$ cat src/rtl/dmac_config_ctrl_if.sv
// ---------------------------------------------------------------------------
// dmac_config_ctrl_if
//   Bundle of every signal between the DMAC config sequencer and the rest of
//   the DMAC: peripheral request, AHB fetch handshake, descriptor capture
//   enables, master-port mux select and channel run enables.
//
//   master : seen from dmac_config_ctrl (drives enables/selects, reads
//            request, AHB response, channel select and irq)
//   slave  : seen from the datapath / AHB side (the mirror image)
// ---------------------------------------------------------------------------
interface dmac_config_ctrl_if;
  logic [1:0] DmacReq;
  logic       HReady;
  logic [1:0] M_HResp;
  logic       C_config;
  logic       irq;

  logic       DmacReq_Reg_en;
  logic       PeriAddr_reg_en;
  logic       SAddr_Reg_en;
  logic       DAddr_Reg_en;
  logic       Trans_sz_Reg_en;
  logic       Ctrl_Reg_en;
  logic [1:0] addr_inc_sel;
  logic [1:0] config_HTrans;
  logic       config_write;
  logic [1:0] con_sel;
  logic       con_en;
  logic       channel_en_1;
  logic       channel_en_2;
  logic       busy;
  logic       cfg_err;

  modport master (
    input  DmacReq, HReady, M_HResp, C_config, irq,
    output DmacReq_Reg_en, PeriAddr_reg_en, SAddr_Reg_en, DAddr_Reg_en,
           Trans_sz_Reg_en, Ctrl_Reg_en, addr_inc_sel, config_HTrans,
           config_write, con_sel, con_en, channel_en_1, channel_en_2,
           busy, cfg_err
  );

  modport slave (
    output DmacReq, HReady, M_HResp, C_config, irq,
    input  DmacReq_Reg_en, PeriAddr_reg_en, SAddr_Reg_en, DAddr_Reg_en,
           Trans_sz_Reg_en, Ctrl_Reg_en, addr_inc_sel, config_HTrans,
           config_write, con_sel, con_en, channel_en_1, channel_en_2,
           busy, cfg_err
  );
endinterface

$ cat src/rtl/dmac_config_ctrl.sv
// ---------------------------------------------------------------------------
// dmac_config_ctrl
//   Control sequencer for the two-channel DMAC. On a peripheral request it
//   latches the request, fetches the four-word descriptor over the AHB
//   master port (pipelined address/data phases), arms the channel chosen by
//   the descriptor and holds it running until the transfer-complete irq.
//
//   clk : system clock, rising edge
//   rst : asynchronous reset, active low
//   bus : dmac_config_ctrl_if.master (request, AHB handshake, capture
//         enables, mux select, channel enables, status)
// ---------------------------------------------------------------------------
module dmac_config_ctrl (
  input  logic                   clk,
  input  logic                   rst,
  dmac_config_ctrl_if.master     bus
);

  typedef enum logic [2:0] {IDLE, LATCH, FETCH, ARM, XFER, DONE} state_t;

  state_t     state, next_state;
  logic [2:0] acnt, dcnt;
  logic [2:0] acnt_next, dcnt_next;
  logic [1:0] con_sel_q, con_sel_prev;
  logic       ch1_q, ch2_q, busy_q;

  logic       addr_phase;
  logic       data_pend;
  logic       resp_err;
  logic       capture;

  // acnt counts address beats issued, dcnt data beats captured; a data beat
  // is outstanding whenever more addresses have gone out than words came in.
  assign addr_phase = (state == FETCH) && !acnt[2];
  assign data_pend  = (state == FETCH) && (acnt > dcnt);
  assign resp_err   = data_pend && (bus.M_HResp != 2'b00);
  assign capture    = data_pend && bus.HReady && (bus.M_HResp == 2'b00);

  // Next-state and counter logic. The move to ARM happens on the capture of
  // the fourth word so the fetch takes 4 address beats plus 1 trailing beat.
  always_comb begin
    next_state = state;
    acnt_next  = acnt;
    dcnt_next  = dcnt;
    case (state)
      IDLE:  if (bus.DmacReq != 2'b00) next_state = LATCH;
      LATCH: next_state = FETCH;
      FETCH: begin
        if (resp_err) begin
          next_state = IDLE;
        end else begin
          if (addr_phase && bus.HReady) acnt_next = acnt + 3'd1;
          if (capture) begin
            dcnt_next = dcnt + 3'd1;
            if (dcnt == 3'd3) next_state = ARM;
          end
        end
      end
      ARM:   next_state = XFER;
      XFER:  if (bus.irq) next_state = DONE;
      DONE:  next_state = IDLE;
      default: next_state = IDLE;
    endcase
    if (next_state != FETCH) begin
      acnt_next = 3'd0;
      dcnt_next = 3'd0;
    end
  end

  // State, counters and the registered outputs. con_sel and the channel
  // enables are loaded from the next state so they are valid in the very
  // cycle of ARM/XFER/DONE; con_sel_prev lets con_en flag every change.
  always_ff @(posedge clk or negedge rst) begin
    if (!rst) begin
      state        <= IDLE;
      acnt         <= 3'd0;
      dcnt         <= 3'd0;
      con_sel_q    <= 2'b10;
      con_sel_prev <= 2'b10;
      ch1_q        <= 1'b0;
      ch2_q        <= 1'b0;
      busy_q       <= 1'b0;
    end else begin
      state        <= next_state;
      acnt         <= acnt_next;
      dcnt         <= dcnt_next;
      con_sel_prev <= con_sel_q;
      busy_q       <= (next_state != IDLE);
      case (next_state)
        ARM:     con_sel_q <= {1'b0, bus.C_config};
        XFER:    con_sel_q <= con_sel_q;
        default: con_sel_q <= 2'b10;
      endcase
      if (next_state == XFER) begin
        if (state == ARM) begin
          ch1_q <= !bus.C_config;
          ch2_q <= bus.C_config;
        end
      end else begin
        ch1_q <= 1'b0;
        ch2_q <= 1'b0;
      end
    end
  end

  // Combinational strobes for the datapath; only one descriptor word can be
  // captured per cycle because capture selects exactly one dcnt index.
  always_comb begin
    bus.DmacReq_Reg_en  = (state == LATCH);
    bus.PeriAddr_reg_en = (state == LATCH);
    bus.SAddr_Reg_en    = capture && (dcnt[1:0] == 2'd0);
    bus.DAddr_Reg_en    = capture && (dcnt[1:0] == 2'd1);
    bus.Trans_sz_Reg_en = capture && (dcnt[1:0] == 2'd2);
    bus.Ctrl_Reg_en     = capture && (dcnt[1:0] == 2'd3);
    bus.config_HTrans   = addr_phase ? 2'b10 : 2'b00;
    bus.addr_inc_sel    = addr_phase ? acnt[1:0] : 2'b00;
    bus.config_write    = 1'b0;
    bus.cfg_err         = resp_err;
    bus.con_sel         = con_sel_q;
    bus.con_en          = (con_sel_q != con_sel_prev);
    bus.channel_en_1    = ch1_q;
    bus.channel_en_2    = ch2_q;
    bus.busy            = busy_q;
  end

endmodule

$ cat src/flat_wrapper.sv
// flat-port wrapper written by rule: the top's interface ports become plain ports
module dmac_config_ctrl_flat 
  (clk, rst, bus_DmacReq, bus_HReady, bus_M_HResp, bus_C_config, bus_irq, bus_DmacReq_Reg_en, bus_PeriAddr_reg_en, bus_SAddr_Reg_en, bus_DAddr_Reg_en, bus_Trans_sz_Reg_en, bus_Ctrl_Reg_en, bus_addr_inc_sel, bus_config_HTrans, bus_config_write, bus_con_sel, bus_con_en, bus_channel_en_1, bus_channel_en_2, bus_busy, bus_cfg_err);
  dmac_config_ctrl_if bus_i ();
  input  logic clk;
  input  logic rst;
  input wire logic [$bits(bus_i.DmacReq)-1:0] bus_DmacReq;
  input wire logic [$bits(bus_i.HReady)-1:0] bus_HReady;
  input wire logic [$bits(bus_i.M_HResp)-1:0] bus_M_HResp;
  input wire logic [$bits(bus_i.C_config)-1:0] bus_C_config;
  input wire logic [$bits(bus_i.irq)-1:0] bus_irq;
  output wire logic [$bits(bus_i.DmacReq_Reg_en)-1:0] bus_DmacReq_Reg_en;
  output wire logic [$bits(bus_i.PeriAddr_reg_en)-1:0] bus_PeriAddr_reg_en;
  output wire logic [$bits(bus_i.SAddr_Reg_en)-1:0] bus_SAddr_Reg_en;
  output wire logic [$bits(bus_i.DAddr_Reg_en)-1:0] bus_DAddr_Reg_en;
  output wire logic [$bits(bus_i.Trans_sz_Reg_en)-1:0] bus_Trans_sz_Reg_en;
  output wire logic [$bits(bus_i.Ctrl_Reg_en)-1:0] bus_Ctrl_Reg_en;
  output wire logic [$bits(bus_i.addr_inc_sel)-1:0] bus_addr_inc_sel;
  output wire logic [$bits(bus_i.config_HTrans)-1:0] bus_config_HTrans;
  output wire logic [$bits(bus_i.config_write)-1:0] bus_config_write;
  output wire logic [$bits(bus_i.con_sel)-1:0] bus_con_sel;
  output wire logic [$bits(bus_i.con_en)-1:0] bus_con_en;
  output wire logic [$bits(bus_i.channel_en_1)-1:0] bus_channel_en_1;
  output wire logic [$bits(bus_i.channel_en_2)-1:0] bus_channel_en_2;
  output wire logic [$bits(bus_i.busy)-1:0] bus_busy;
  output wire logic [$bits(bus_i.cfg_err)-1:0] bus_cfg_err;
  assign bus_i.DmacReq = bus_DmacReq;
  assign bus_i.HReady = bus_HReady;
  assign bus_i.M_HResp = bus_M_HResp;
  assign bus_i.C_config = bus_C_config;
  assign bus_i.irq = bus_irq;
  assign bus_DmacReq_Reg_en = bus_i.DmacReq_Reg_en;
  assign bus_PeriAddr_reg_en = bus_i.PeriAddr_reg_en;
  assign bus_SAddr_Reg_en = bus_i.SAddr_Reg_en;
  assign bus_DAddr_Reg_en = bus_i.DAddr_Reg_en;
  assign bus_Trans_sz_Reg_en = bus_i.Trans_sz_Reg_en;
  assign bus_Ctrl_Reg_en = bus_i.Ctrl_Reg_en;
  assign bus_addr_inc_sel = bus_i.addr_inc_sel;
  assign bus_config_HTrans = bus_i.config_HTrans;
  assign bus_config_write = bus_i.config_write;
  assign bus_con_sel = bus_i.con_sel;
  assign bus_con_en = bus_i.con_en;
  assign bus_channel_en_1 = bus_i.channel_en_1;
  assign bus_channel_en_2 = bus_i.channel_en_2;
  assign bus_busy = bus_i.busy;
  assign bus_cfg_err = bus_i.cfg_err;
  dmac_config_ctrl u_core (.clk(clk), .rst(rst), .bus(bus_i));
endmodule
$ cat config.mk
export PLATFORM = sky130hd
export DESIGN_NAME = dmac_config_ctrl_flat
export DESIGN_NICKNAME = d
export VERILOG_FILES = /design/src/rtl/dmac_config_ctrl_if.sv /design/src/rtl/dmac_config_ctrl.sv /design/src/flat_wrapper.sv
export SDC_FILE = /design/constraint.sdc
export NUM_CORES = 1
export LEC_CHECK = 0
export ABC_AREA = 0
export CAP_MARGIN = 5
export CORE_ASPECT_RATIO = 0.8
export CORE_MARGIN = 5
export CORE_UTILIZATION = 35
export DETAILED_ROUTE_END_ITERATION = 16
export PLACE_DENSITY = 0.59
export REMOVE_ABC_BUFFERS = 1
export SYNTH_ARGS = -nofsm -noshare
export SYNTH_HDL_FRONTEND = slang
export SYNTH_SLANG_ARGS = --single-unit
$ cat constraint.sdc
create_clock -name clk -period 2.2 [get_ports clk]
set_input_delay 0.33 -clock clk [delete_from_list [all_inputs] [get_ports clk]]
set_output_delay 0.33 -clock clk [all_outputs]
set_load 0.01 [all_outputs]
==> run metrics <==
Setup Skew 5.969 ps; IO Count 27; Final Slew Violations 0; mapped cell area 967.2 µm²; area leader, netlist dfrtp_1; Syn Inst Count between 90 and 100; # hold bufs at CTS 0; Post-synth ARST share between 90% and 100%; Top FF cell, synth dfrtp_1; nets between 150 and 200; antenna diode count 0; TritonCTS buffer count 3; most used cell along the critical path buf_6; max cap viols 0; first-pass GRT wire length ~4000 µm; slowest stage delay, CP 400 ps; starting density of the core between 30% and 40%; P&R area growth vs syn 54.59%; Synth Area in XOR/XNOR between 3 and 4%; leakage slightly above 0.7 nW; Post-synth EDFFs 0; Cell Rows 17; 1st-pass router iterations 4; Placer Congestion just under 0.8; Die W 68.77 µm; area of the multi-input gates about 570 µm²; post-place setup slack -149.5 ps; synthesized-area fraction occupied by adder cells about an eighth; Hold Crit Class reg -> reg; final instance area about 1500 µm²; Synth top area share about 36%; Slew @ Worst Pin 754.9 ps; post-route setup slack between 50 and 60 ps; Critical Path RT 1870 ps; largest family of logic cells by synthesized area simple AND/OR/NAND/NOR gates; Yosys reg bits 16; FF/Latch Area between 400 and 500 µm²; residual DRC count 0; H-tree levels 1; CP top delay family buffers and inverters; count of clock tree sinks 16; Placed Area approximately 1300 µm²; count leader, synth dfrtp_1; Slew HR roughly 50%; Routed Antenna Nets 0; Final period util between 90% and 100%; syn_area_per_cell between 10 and 15 µm²; routed vias/inst about 4.7; drt initial violations 11; initial antenna violation count 0; multiplexer share of the synthesized area around 2.1%; Worst-Skew Late Latency between 200 and 300 ps; arrival time at the worst endpoint 1820 ps; synth unique cells 35; final WL approximately 2400 µm; main area contributors after synthesis dfrtp_1 36%, ha_1 12%, dfstp_2 5.4%, xnor2_1 3.6%, and2_1 3.2%; CP max-delay cell dfrtp_1; Hold Fails Final Rpt 0; critical path, cell by cell inv_2 > ha_4 > a211oi_4 > nor3_2 > buf_4 > buf_6 > and2_4 > buf_6; dpl hpwl 1646 µm; pwr/cell area approximately 700 nW/µm²; Compound-Gate Fraction of Synth Area 10.87%; Max clock buf depth 2; CTS tree built; Die Ht 57.02 µm; # port buffers 24; via count between 800 and 900; RSZ-0062 raised after global routing true; setup total negative slack 0 ps; CP bufs+invs 4; share of cells above drive strength 1 39.01%; Final Critical Period between 2000 and 2500 ps; VDD IR-drop max ~0.56 mV; WL/cell between 10 and 15 µm; final setup vio count 0; GRT Overall Usage about an eighth; CP max FO 3; Root Buffer Master clkbuf_4; final total power roughly 1.1 mW; vias in the first global route 882; clock slew at reported path FFs about 100 ps; post-synthesis sequential area ratio a little over two fifths; synth warn 0; startpoint types flop; core area ~2700 µm²; die area around 3900 µm²; Critical Path End Type primary output; fin cells ~180; filler cell count 250; Max Freq roughly 470 MHz; synth cell count leaders 14 x dfrtp_1, 9 x ha_1, 8 x inv_1, 8 x nor2_1; dpl cells roughly 170; outcome completed; simple-gate area share of the yosys netlist between 20 and 25%; Remaining Overflow, GRT 0; class of the most critical setup path reg -> out; largest net degree at the start of global routing 17
[flip-flops by register name (all words and copies together) (netlist names)]
| signal | cells |
|---|---|
| u_core.bus.busy | 1 |
| u_core.bus.channel_en_1 | 1 |
| u_core.dcnt | 3 |
| u_core.acnt | 3 |
| u_core.bus.con_sel | 2 |
| u_core.bus.channel_en_2 | 1 |
| u_core.con_sel_prev | 2 |
| u_core.state | 3 |
[final timing paths]
path	from	slack, ps	endpoint	cells past startpoint
max in group asynchronous	rst	1200	u_core.state[0]	1
min	u_core.bus.con_sel[1]	400	u_core.con_sel_prev[1]	0
min reg2reg	u_core.bus.con_sel[1]	400	u_core.con_sel_prev[1]	0
max reg2reg	u_core.acnt[1]	180	u_core.dcnt[2]	7
max	u_core.dcnt[1]	50	bus_Trans_sz_Reg_en	8
min in group asynchronous	rst	470	u_core.state[1]	1
[per-layer routing]
| layer | track usage, % | wire (µm) |
|---|---|---|
| met1 | 16.04 | 979 |
| met2 | 22.04 | 1211 |
| met3 | 4.331 | 148 |
| met4 | 4.444 | 22 |
| met5 | 0 | 0 |
[cells in the final DEF, fill, tap and decap left out, drive strengths merged, types with 3 or more instances in the layout]
master         synthesis  final
a21oi                  3      3
and2                   5      5
buf                    5     25
clkbuf                 0      7
clkdlybuf4s50          0     16
dfrtp                 14     14
ha                     9      9
inv                    8      8
nand2                  6      6
nand3                  4      4
nor2                   8      8
o22ai                  3      3
xnor2                  4      4
[through the flow]
step                hold WS [ps]  util (%)
floorplan                  34.41         -
CTS                        399.1     53.73
detailed placement         385.4     48.96
global route               406.6     55.35
finish                     396.7     55.35
global placement           382.0     48.96
[power by group]
group | internal (mW) | switching (mW) | total [mW]
Combinational | 0.241 | 0.237 | 0.477
Clock | 0.101 | 0.0987 | 0.199
Sequential | 0.339 | 0.0380 | 0.377
Total | 0.681 | 0.373 | 1.05
[layout make-up]
| class | instances | share of cell area (%) |
|---|---|---|
| Tap cell | 38 | 3.180 |
| Sequential cell | 16 | 27.11 |
| Clock buffer | 4 | 2.427 |
| Multi-Input combinational cell | 66 | 37.99 |
| Timing Repair Buffer | 47 | 27.28 |
| Inverter | 8 | 2.008 |
[cells by family after synthesis]
| kind of cell | after synthesis |
|---|---|
| adders and majority gates | 9 |
| DFF | 16 |
| other | 1 |
| AOI/OAI and AO/OA | 14 |
| xor gates and xnor gates | 4 |
| and+or+nand+nor | 35 |
| buffers and inverters | 13 |
| muxes | 2 |
[what timing repair did]
| item | 4_1_cts | 5_1_grt |
|---|---|---|
| gates cloned | 0 | 0 |
| setup buffers | 6 | 3 |
| resized for setup | 24 | 17 |
| pin swaps | 4 | 7 |
| endpoints found under the setup margin | 9 | 8 |
Note: power is estimated with default switching activity, not from simulation.
